$ cat config.mk
export PLATFORM = sky130hd
export DESIGN_NAME = uart2_tx
export DESIGN_NICKNAME = d
export VERILOG_FILES = /design/src/rtl/uart2_pkg.sv /design/src/rtl/uart2_tx_fifo.sv /design/src/rtl/uart2_tx.sv
export SDC_FILE = /design/constraint.sdc
export NUM_CORES = 1
export LEC_CHECK = 0
export CORE_MARGIN = 5
export CORE_UTILIZATION = 35
export CTS_CLUSTER_DIAMETER = 100
export CTS_CLUSTER_SIZE = 28
export DETAILED_ROUTE_END_ITERATION = 8
export GPL_TIMING_DRIVEN = 0
export PLACE_DENSITY = 0.63
export SLEW_MARGIN = 10
export SYNTH_ARGS = -nofsm -noshare
export SYNTH_HDL_FRONTEND = slang
export SYNTH_SLANG_ARGS = --single-unit
$ cat constraint.sdc
create_clock -name clk -period 4.1 [get_ports clk]
set_clock_uncertainty 0.2 [all_clocks]
set_input_delay 0.615 -clock clk [delete_from_list [all_inputs] [get_ports clk]]
set_output_delay 0.615 -clock clk [all_outputs]
set_load 0.02 [all_outputs]
$ cat src/rtl/uart2_pkg.sv
// Shared definitions for the uart2 transmitter/receiver pair: FSM state encoding
// and the elaboration-time baud divisor.
package uart2_pkg;

    typedef enum logic [2:0] {
        ST_IDLE   = 3'd0,
        ST_START  = 3'd1,
        ST_DATA   = 3'd2,
        ST_PARITY = 3'd3,
        ST_STOP   = 3'd4
    } uart_state_t;

    // Rounded clocks-per-bit, e.g. 4167 for 40 MHz at 9600 baud.
    function automatic int baud_div(input int clk_freq, input int baud);
        return (clk_freq + baud / 2) / baud;
    endfunction

endpackage

$ cat src/rtl/uart2_tx_fifo.sv
// Small synchronous byte FIFO in front of the uart2 serialiser. A write while full
// is dropped and flagged, unless a pop in the same cycle frees the slot.
module uart2_tx_fifo #(
    parameter int DATA_BITS = 8,
    parameter int FIFO_AW   = 2
) (
    input  logic                 clk,
    input  logic                 reset,
    input  logic                 wr,
    input  logic [DATA_BITS-1:0] wr_data,
    input  logic                 rd,
    output logic [DATA_BITS-1:0] rd_data,
    output logic                 full,
    output logic                 empty,
    output logic                 overflow
);

    localparam int DEPTH = 1 << FIFO_AW;

    logic [DATA_BITS-1:0] mem [DEPTH];
    logic [FIFO_AW:0]     wr_ptr;
    logic [FIFO_AW:0]     rd_ptr;
    logic                 wr_ok;
    logic                 rd_ok;

    // Extra pointer MSB separates full from empty when the addresses match.
    assign empty   = (wr_ptr == rd_ptr);
    assign full    = (wr_ptr[FIFO_AW] != rd_ptr[FIFO_AW]) &&
                     (wr_ptr[FIFO_AW-1:0] == rd_ptr[FIFO_AW-1:0]);
    assign rd_ok   = rd && !empty;
    assign wr_ok   = wr && (!full || rd_ok);
    assign rd_data = mem[rd_ptr[FIFO_AW-1:0]];

    always_ff @(posedge clk or posedge reset) begin
        if (reset) begin
            wr_ptr   <= '0;
            rd_ptr   <= '0;
            overflow <= 1'b0;
        end else begin
            if (wr_ok) wr_ptr <= wr_ptr + 1'b1;
            if (rd_ok) rd_ptr <= rd_ptr + 1'b1;
            overflow <= wr && full && !rd_ok;
        end
    end

    always_ff @(posedge clk) begin
        if (wr_ok) mem[wr_ptr[FIFO_AW-1:0]] <= wr_data;
    end

endmodule

$ cat src/rtl/uart2_tx.sv
// Variable-baud UART transmitter, 8N1 by default; defining UART2_TX_PARITY_EN
// adds an even-parity bit (8E1). A 4-deep FIFO buffers outgoing bytes.
module uart2_tx
    import uart2_pkg::*;
#(
    parameter int DATA_BITS = 8,
    parameter int BAUD      = 9600,
    parameter int CLK_FREQ  = 40000000,
    parameter int FIFO_AW   = 2
) (
    input  logic                 clk,
    input  logic                 reset,
    input  logic [DATA_BITS-1:0] tx_data,
    input  logic                 ld_tx_data,
    input  logic                 tx_enable,
    output logic                 tx_out,
    output logic                 tx_full,
    output logic                 tx_empty,
    output logic                 tx_overflow
);

    localparam int DIV = baud_div(CLK_FREQ, BAUD);
    localparam int CW  = (DIV > 1) ? $clog2(DIV) : 1;
    localparam int BW  = (DATA_BITS > 1) ? $clog2(DATA_BITS) : 1;
    localparam logic [CW-1:0] CNT_LAST = CW'(DIV - 1);
    localparam logic [BW-1:0] BIT_LAST = BW'(DATA_BITS - 1);

    uart_state_t          state;
    logic [CW-1:0]        cnt;
    logic [BW-1:0]        bit_cnt;
    logic [DATA_BITS-1:0] shift;
    logic [DATA_BITS-1:0] fifo_data;
    logic                 fifo_empty;
    logic                 bit_done;
    logic                 pop;
`ifdef UART2_TX_PARITY_EN
    logic                 parity;
`endif

    uart2_tx_fifo #(
        .DATA_BITS (DATA_BITS),
        .FIFO_AW   (FIFO_AW)
    ) u_fifo (
        .clk      (clk),
        .reset    (reset),
        .wr       (ld_tx_data),
        .wr_data  (tx_data),
        .rd       (pop),
        .rd_data  (fifo_data),
        .full     (tx_full),
        .empty    (fifo_empty),
        .overflow (tx_overflow)
    );

    assign bit_done = (cnt == CNT_LAST);
    // A new frame may start from IDLE or straight out of the last STOP cycle.
    assign pop      = !fifo_empty && tx_enable &&
                      ((state == ST_IDLE) || ((state == ST_STOP) && bit_done));
    assign tx_empty = fifo_empty && (state == ST_IDLE);

    always_ff @(posedge clk or posedge reset) begin
        if (reset) begin
            state   <= ST_IDLE;
            tx_out  <= 1'b1;
            cnt     <= '0;
            bit_cnt <= '0;
            shift   <= '0;
`ifdef UART2_TX_PARITY_EN
            parity  <= 1'b0;
`endif
        end else if (pop) begin
            state   <= ST_START;
            tx_out  <= 1'b0;
            cnt     <= '0;
            bit_cnt <= '0;
            shift   <= fifo_data;
`ifdef UART2_TX_PARITY_EN
            parity  <= ^fifo_data;
`endif
        end else begin
            case (state)
                ST_IDLE: begin
                    tx_out <= 1'b1;
                end
                ST_START: begin
                    if (bit_done) begin
                        state  <= ST_DATA;
                        tx_out <= shift[0];
                        cnt    <= '0;
                    end else begin
                        cnt <= cnt + 1'b1;
                    end
                end
                ST_DATA: begin
                    if (bit_done) begin
                        cnt <= '0;
                        if (bit_cnt == BIT_LAST) begin
`ifdef UART2_TX_PARITY_EN
                            state  <= ST_PARITY;
                            tx_out <= parity;
`else
                            state  <= ST_STOP;
                            tx_out <= 1'b1;
`endif
                        end else begin
                            shift   <= shift >> 1;
                            tx_out  <= shift[1];
                            bit_cnt <= bit_cnt + 1'b1;
                        end
                    end else begin
                        cnt <= cnt + 1'b1;
                    end
                end
`ifdef UART2_TX_PARITY_EN
                ST_PARITY: begin
                    if (bit_done) begin
                        state  <= ST_STOP;
                        tx_out <= 1'b1;
                        cnt    <= '0;
                    end else begin
                        cnt <= cnt + 1'b1;
                    end
                end
`endif
                ST_STOP: begin
                    if (bit_done) begin
                        state  <= ST_IDLE;
                        tx_out <= 1'b1;
                        cnt    <= '0;
                    end else begin
                        cnt <= cnt + 1'b1;
                    end
                end
                default: begin
                    state  <= ST_IDLE;
                    tx_out <= 1'b1;
                    cnt    <= '0;
                end
            endcase
        end
    end

endmodule

* Word-level counts from Yosys, hierarchy flattened
Memories as Yosys holds them, arrays and structs flattened. Index checks and enable logic that the tools add are counted.
Operators by class: $add $sub $neg 4, muxes and demuxes 25, eq/ne operators 14, reduce and logical (&&, ||, !) cells 21
Operators by type and width (count):
- 2-to-1 mux 8 bit | 4
- 2-to-1 mux 3 bit | 9
- 2-to-1 mux 13 bit | 2
- one-hot mux 13 bit (2 select lines) | 1
- adder 13 x 1 -> 13 bit, second input constant | 1
- == test 13 bit, second input constant | 1
- inequality test 3 x 2 -> 1 bit, second input constant | 4
- one-hot mux 3 bit (4 select lines) | 1
- adder 3 x 1 -> 3 bit, second input constant | 3
- logical AND 1 bit | 9
- 2-to-1 mux 1 bit | 7
- == test 3 bit, second input constant | 2
- AND reduction 3 bit | 2
- AND reduction 5 bit | 1
- inequality test 2 x 1 -> 1 bit, second input constant | 2
- nonzero test 2 bit | 2
- == test 3 x 1 -> 1 bit, second input constant | 1
- == test 3 x 2 -> 1 bit, second input constant | 1
- == test 3 bit | 1
- zero test 1 bit | 3
- zero test 3 bit | 1
- one-hot mux 1 bit (3 select lines) | 1
- OR reduction 3 bit | 1
- == test 2 bit | 1
- other kinds (2) | 3
Word-level totals: word-level logic and storage cells 73, output and inout port bits 4, input bits 12, memories 1, memory bits (writable) 32, bits in registers 35
Memory list:
- u_fifo.mem | depth 4, bits a word 8, rd ports 1, clocked after Yosys merged registers in 0, write ports 1, line uart2_tx_fifo.sv:20 | logic [DATA_BITS-1:0] mem [DEPTH];

* Logic depth before layout (Yosys ltp)
Gate-level depths: netlist of the first run.
depth after elaboration 9, gate-level depth with buffers 7, mapped depth without buffers 6

* Modules after synthesis
A second synthesis of the first run with hierarchy kept.
Second synthesis, totals: cells, all modules 239, area total of the unflattened synthesis 3284.4 um2
By module, submodules not included:
- uart2_tx_fifo | area each 1679.1 um2, seq. area each 1136.1 um2, cells each 86, times used 1
- uart2_tx | area each 1605.3 um2, seq. area each 701.9 um2, cells each 153, times used 1

* Worst setup path before layout of the first run
OpenSTA, ideal clock, no wires.
kind reg-to-reg, from register bit_cnt[0], to register shift[3], arrival time 2032 ps, cell stages (with the launch flop) 8, data required time 3775 ps, buffers on the path 1, setup time 125 ps, clock period less this slack 2358 ps, path slack 1742 ps, path through dfrtp_1 > ha_1 > ha_1 > nor4b_1 > and4_1 > buf_2 > mux2_2 > mux2_4
Between the ends: word-level cells in the longest chain between the ends 3
RTL lines:
- start: declaration | line uart2_tx.sv:30 | logic [BW-1:0] bit_cnt;
- start signal: assignment | line uart2_tx.sv:108 | bit_cnt <= bit_cnt + 1'b1;
- == test 3 bit | line uart2_tx.sv:97 | if (bit_cnt == BIT_LAST) begin
- inequality test 2 x 1 -> 1 bit (no line)
- AND reduction 3 bit (no line)
- end signal: assignment | line uart2_tx.sv:76 | shift <= fifo_data;
- end signal: assignment | line uart2_tx.sv:106 | shift <= shift >> 1;
- end: declaration | line uart2_tx.sv:31 | logic [DATA_BITS-1:0] shift;
Every way passes these cells. A chain may end at the register's enable or synchronous reset.

* Worst setup path after layout of the first run
from register state[1], to output port tx_empty
Between the ends: word-level cells in the longest chain between the ends 2
RTL lines:
- start: declaration | line uart2_tx.sv:28 | uart_state_t state;
- start signal: assignment | line uart2_tx.sv:63 | state <= ST_IDLE;
- start signal: assignment | line uart2_tx.sv:72 | state <= ST_START;
- start signal: assignment | line uart2_tx.sv:87 | state <= ST_DATA;
- zero test 3 bit | line uart2_tx.sv:59 | assign tx_empty = fifo_empty && (state == ST_IDLE);
- logical AND 1 bit | line uart2_tx.sv:59
- end: declaration | line uart2_tx.sv:18 | output logic tx_empty,
Every way passes these cells.

==> results of run 1 <==
## power by group through the flow
stage,Sequential [mW],Combinational [mW],Clock (mW)
after floorplan,0.842,0.165,0
after global placement,0.846,0.233,0
after detailed placement,0.850,0.237,0
after CTS,0.835,0.237,0.590
after global routing,0.842,0.257,0.625
final,0.834,0.229,0.571
## sequential cells by signal, indices dropped and copies added (netlist names)
signal	flops
u_fifo.mem	32
cnt	13
shift	8
bit_cnt	3
state	3
u_fifo.rd_ptr	3
u_fifo.wr_ptr	3
tx_out	1
u_fifo.overflow	1
## worst max-delay path, stage by stage (launching register included)
cell and delay [ns]:
dfrtp_1 0.36, buf_2 0.18, or3_1 0.44, nor4_4 0.34, clkdlybuf4s50_1 0.70
## worst paths after layout
check	end	slack, ns	cells after the start
max	tx_empty	0.94	4
min	tx_out	0.29	2
max reg2reg	u_fifo.mem[3][2]	1.40	5
min reg2reg	tx_out	0.29	2
max in group asynchronous	shift[1]	2.69	2
min in group asynchronous	cnt[5]	0.53	2
## metal layers
layer	vias to the layer above	part of all wire
li1	969	-
met1	1014	0.46
met2	34	0.50
met3	10	0.026
met4	0	0.018
met5	-	0
## layout make-up
class,count,share of cell area
Inverter,11,0.0108
Sequential cell,67,0.481
Timing Repair Buffer,15,0.0393
Multi-Input combinational cell,148,0.354
Tap cell,129,0.0423
Buffer,10,0.0180
Clock inverter,7,0.0216
Clock buffer,9,0.0324
## logic make-up (layout without fill, tap and decap cells)
logic type,Yosys count,after routing,synth area share
simple gates,63,63,0.129
compound gates,43,43,0.100
mux,22,22,0.106
buf+inv,21,52,0.0333
xor+xnor,11,11,0.0405
flops,67,67,0.557
fa+ha+maj,9,9,0.0341
## cells in the final DEF, fill, tap and decap left out, types with 3 or more instances in the layout
cell type	instances
mux2_2	7
inv_1	10
mux2_4	4
edfxtp_1	32
o31ai_1	4
xor2_1	3
o22ai_1	4
ha_1	9
a21oi_1	10
clkdlybuf4s50_1	15
mux4_2	8
nor2_1	7
xnor2_1	6
o21ai_0	3
nand2_1	7
buf_2	4
a221o_1	3
or4_1	3
buf_6	3
clkbuf_8	9
and3_1	5
and4_1	3
nand3_1	12
and2_1	5
nand4_1	5
a32oi_1	3
dfrtp_1	34
nor3_1	3
## through the flow
| stage | utilization | hold WS (ns) | cells |
|---|---|---|---|
| detailed placement | 0.391 | 0.286 | 380 |
| global placement | 0.391 | 0.286 | 380 |
| global route | 0.413 | 0.332 | 396 |
| floorplan | - | 0.273 | 236 |
| CTS | 0.413 | 0.297 | 396 |
| finish | 0.413 | 0.292 | 396 |
==> flow_metrics.env, run 1 <==
export IMPL_core_area_um2=9240
export IMPL_pwr_share_seq=0.510
export IMPL_rsz0062_at_grt="false"
export IMPL_grt_busiest_layer="met2"
export IMPL_drc=0
export IMPL_syn_area_um2=3300
export IMPL_synth_seq_cells=67
export IMPL_grt_pass1_vias=2075
export IMPL_syn_avg_cell_area_um2=14.0
export IMPL_port_buffers=15
export IMPL_place_detailed_hpwl_mm=4.15
export IMPL_finalSetupTns_ns=0
export IMPL_ys_async_sr_fraction=0.522
export IMPL_die_area_um2=11500
export IMPL_start_util=0.357
export IMPL_wl_per_cell_um=15.2
export IMPL_postCtsSetupBuffers=0
export IMPL_vias_per_cell=5.12
export IMPL_htreeDepth=3
export IMPL_grt_util_met3=0.0313
export IMPL_synth_edf_count=32
export IMPL_p_int_mw=1.17
export IMPL_synth_top_cell_area_share=0.291
export IMPL_placementRows=35
export IMPL_criticalPathCategory="flip-flop to output port"
export IMPL_antenna_found_initial=0
export IMPL_use_met2=0.193
export IMPL_setup_ws_ns=0.935
export IMPL_clockPowerShare=0.349
export IMPL_ys_top_cells_by_count="dfrtp_1 (34), edfxtp_1 (32), nand3_1 (12)"
export IMPL_grtUsageTotal=0.117
export IMPL_grt_use_met1=0.144
export IMPL_yosysWarnings=0
export IMPL_powerDensity_nw_per_um2=428
export IMPL_slew_headroom=0.382
export IMPL_p_sw_mw=0.462
export IMPL_dieHeight_um=107
export IMPL_clock_latency_ns=0.34
export IMPL_max_clock_freq_ghz=0.316
export IMPL_root_buffer="clkbuf_8"
export IMPL_synth_top_area_cell="edfxtp_1"
export IMPL_fin_crit_ns=3.16
export IMPL_syn2layout_area_growth_pct=15.7
export IMPL_clkSlewWorstSetupHoldPaths_ns=0.08
export IMPL_switching_share=0.283
export IMPL_finalInstanceArea_um2=3820
export IMPL_status="completed"
export IMPL_final_seq_area_um2=1840
export IMPL_cap_violations=0
export IMPL_static_leakage_power_nw=1.43
export IMPL_worst_setup_path_end_kind="output port"
export IMPL_grt_overflow=0
export IMPL_synth_cells=236
export IMPL_routed_via_count=2027
export IMPL_vdd_ir_drop_max_mv=0.295
export IMPL_ys_flop_type="dfrtp_1"
export IMPL_pin_count=16
export IMPL_timing_final_hold_violations=0
export IMPL_hold_class="flip-flop to flip-flop"
export IMPL_tightest_slew_ns=0.928
export IMPL_post_synth_top_count_cell="dfrtp_1"
export IMPL_grt_pass1_wl_mm=10.4
export IMPL_clock_sinks=67
export IMPL_startpoint="state[1]"
export IMPL_holdCritStartpoint="tx_out"
export IMPL_antenna_cells=0
export IMPL_antenna_left=0
export IMPL_drive_gt1_frac=0.221
export IMPL_ys_seq_area_frac=0.557
export IMPL_firstDrtPassIters=4
export IMPL_ys_top_cells_by_area="edfxtp_1 (29%), dfrtp_1 (26%), mux4_2 (5.5%)"
export IMPL_fill_cells=855
export IMPL_pwr_share_comb=0.140
export IMPL_nets=283
export IMPL_rr_startpoint="cnt[0]"
export IMPL_drtIter0Drc=110
export IMPL_crit_path_max_fanout=10
export IMPL_start_kind="flip-flop"
export IMPL_total_power_mw=1.63
export IMPL_cp_arrival_ns=2.35
export IMPL_ctsResizeCount=0
export IMPL_gp_congestion=0.816
export IMPL_cts_buffer_depth=2
export IMPL_preCtsSetupSlack_ns=1.08
export IMPL_fp_dieW_um=107
export IMPL_cts_tree="done"
export IMPL_syn_nets=257
export IMPL_placed_cell_area_um2=3610
export IMPL_synth_cell_types=57
export IMPL_critPathRequiredTime_ns=3.28
export IMPL_wl_mm=6.00
export IMPL_setup_viol_count_final=0
export IMPL_multi_input_area_um2=1350
export IMPL_grt_max_degree=36
export IMPL_slew_viol_final=0
export IMPL_post_route_period_util=0.772
export IMPL_ctsHoldBuffers=0
export IMPL_cts_made_buffers=9
No activity file was read; power rests on OpenSTA's default activity.
==> inputs of run 2 (changes only) <==
==> constraint.sdc (replaced) <==
create_clock -name clk -period 2.96 [get_ports clk]
set_clock_uncertainty 0.2 [all_clocks]
set_input_delay 0.444 -clock clk [delete_from_list [all_inputs] [get_ports clk]]
set_output_delay 0.444 -clock clk [all_outputs]
set_load 0.02 [all_outputs]
==> flow_metrics.env, run 2 (same netlist as run 1, synthesis figures left out) <==
export IMPL_firstDrtPassIters=5
export IMPL_core_area_um2=9240
export IMPL_cap_violations=0
export IMPL_placementRows=35
export IMPL_most_common_layout_cells="dfrtp_1 (34), edfxtp_1 (32), clkdlybuf4s50_1 (14)"
export IMPL_slew_viol_final=0
export IMPL_rsz0062_at_grt="false"
export IMPL_final_seq_area_um2=1840
export IMPL_drc=0
export IMPL_critPathRequiredTime_ns=2.32
export IMPL_routed_via_count=2023
export IMPL_final_cells=396
export IMPL_timing_final_hold_violations=0
export IMPL_dieHeight_um=107
export IMPL_static_leakage_power_nw=1.44
export IMPL_fin_crit_ns=2.77
export IMPL_slew_headroom=0.380
export IMPL_drtIter0Drc=113
export IMPL_fp_dieW_um=107
export IMPL_start_util=0.357
export IMPL_final_common_cell="dfrtp_1"
export IMPL_antenna_cells=0
export IMPL_grtUsageTotal=0.117
export IMPL_holdWs_ns=0.292
export IMPL_post_route_period_util=0.935
export IMPL_largest_reg_flops=32
export IMPL_drive_gt1_frac=0.221
export IMPL_crit_path_max_fanout=10
export IMPL_postCtsSetupBuffers=0
export IMPL_nets=283
export IMPL_antenna_left=0
export IMPL_htreeDepth=3
export IMPL_grt_pass1_vias=2075
export IMPL_setup_viol_count_final=0
export IMPL_hold_class="flip-flop to flip-flop"
export IMPL_worst_setup_path_end_kind="output port"
export IMPL_grt_max_degree=36
export IMPL_place_detailed_hpwl_mm=4.15
export IMPL_dpl_cell_count=380
export IMPL_clock_latency_ns=0.34
export IMPL_root_buffer="clkbuf_8"
export IMPL_criticalPathCategory="flip-flop to output port"
export IMPL_cts_made_buffers=9
export IMPL_grt_overflow=0
export IMPL_finalSetupTns_ns=0
export IMPL_wl_per_cell_um=15.2
export IMPL_start_kind="flip-flop"
export IMPL_max_clock_freq_ghz=0.361
export IMPL_port_buffers=15
export IMPL_clkSlewWorstSetupHoldPaths_ns=0.08
export IMPL_clock_sinks=67
export IMPL_fill_cells=855
export IMPL_vdd_ir_drop_max_mv=0.408
export IMPL_antenna_found_initial=0
export IMPL_pin_count=16
export IMPL_wl_mm=6.02
export IMPL_syn2layout_area_growth_pct=15.6
export IMPL_multi_input_area_um2=1350
export IMPL_tightest_slew_ns=0.931
export IMPL_vias_per_cell=5.11
export IMPL_die_area_um2=11500
export IMPL_cts_tree="done"
export IMPL_status="completed"
export IMPL_cp_arrival_ns=2.12
export IMPL_gp_congestion=0.816
export IMPL_grt_pass1_wl_mm=10.4
export IMPL_powerDensity_nw_per_um2=593
export IMPL_cts_buffer_depth=2
## run 2: cell types whose count changed in the layout (fill, tap and decap cells not counted), sizes merged
cell,delta
clkdlybuf4s50,-1
dlygate4sd2,+1
## run 2: per-layer routing
metal,up-vias,GRT usage,wire (um)
met5,-,0,0
met4,0,0.0521,128
met3,11,0.0313,151
met2,30,0.193,2980
met1,1016,0.144,2750
li1,966,-,-
## run 2: critical path: stages (launching register included)
cell and delay [ns]:
dfrtp_1 0.40, buf_6 0.17, xor2_4 0.21, nor3_2 0.33, clkdlybuf4s50_1 0.67
## run 2: timing repair
| item | 4_1_cts | 5_1_grt |
|---|---|---|
| resized for setup | 1 | 0 |
| setup endpoints to repair | 1 | 0 |
| hold buffers | 0 | 0 |
## run 2: cell type report
type / instances / share of cell area
inverters: 11 / 0.0108
flip-flops and latches: 67 / 0.481
repair buffers: 15 / 0.0390
clock inverters: 7 / 0.0216
plain buffers: 10 / 0.0180
well taps: 129 / 0.0423
clock buffers: 9 / 0.0324
multi-input cells: 148 / 0.355
## run 2: stage by stage
| stage | power (mW) | worst slack (ns) | utilization | area (um^2) |
|---|---|---|---|---|
| floorplan | 1.40 | 0.602 | - | 3300 |
| global placement | 1.49 | 0.106 | 0.391 | 3610 |
| detailed placement | 1.50 | 0.114 | 0.391 | 3610 |
| CTS | 2.30 | 0.152 | 0.413 | 3820 |
| global route | 2.39 | 0.0259 | 0.413 | 3820 |
| finish | 2.27 | 0.193 | 0.413 | 3820 |
## run 2: final timing paths
check | slack (ns) | cells past startpoint | to | from
hold reg to reg | 0.29 | 2 | tx_out | tx_out
setup reg to reg | 0.25 | 5 | u_fifo.mem[3][2] | cnt[0]
min in group asynchronous | 0.35 | 2 | cnt[5] | reset
hold / removal | 0.29 | 2 | tx_out | tx_out
setup / recovery | 0.19 | 4 | tx_full | u_fifo.rd_ptr[1]
max in group asynchronous | 1.72 | 2 | shift[1] | reset
## run 2: power by group
part / switching (mW) / leakage [nW] / internal, mW
combinational: 0.195 / 0.620 / 0.123
clock: 0.391 / 0.0984 / 0.402
sequential: 0.0563 / 0.720 / 1.10
total: 0.642 / 1.44 / 1.62
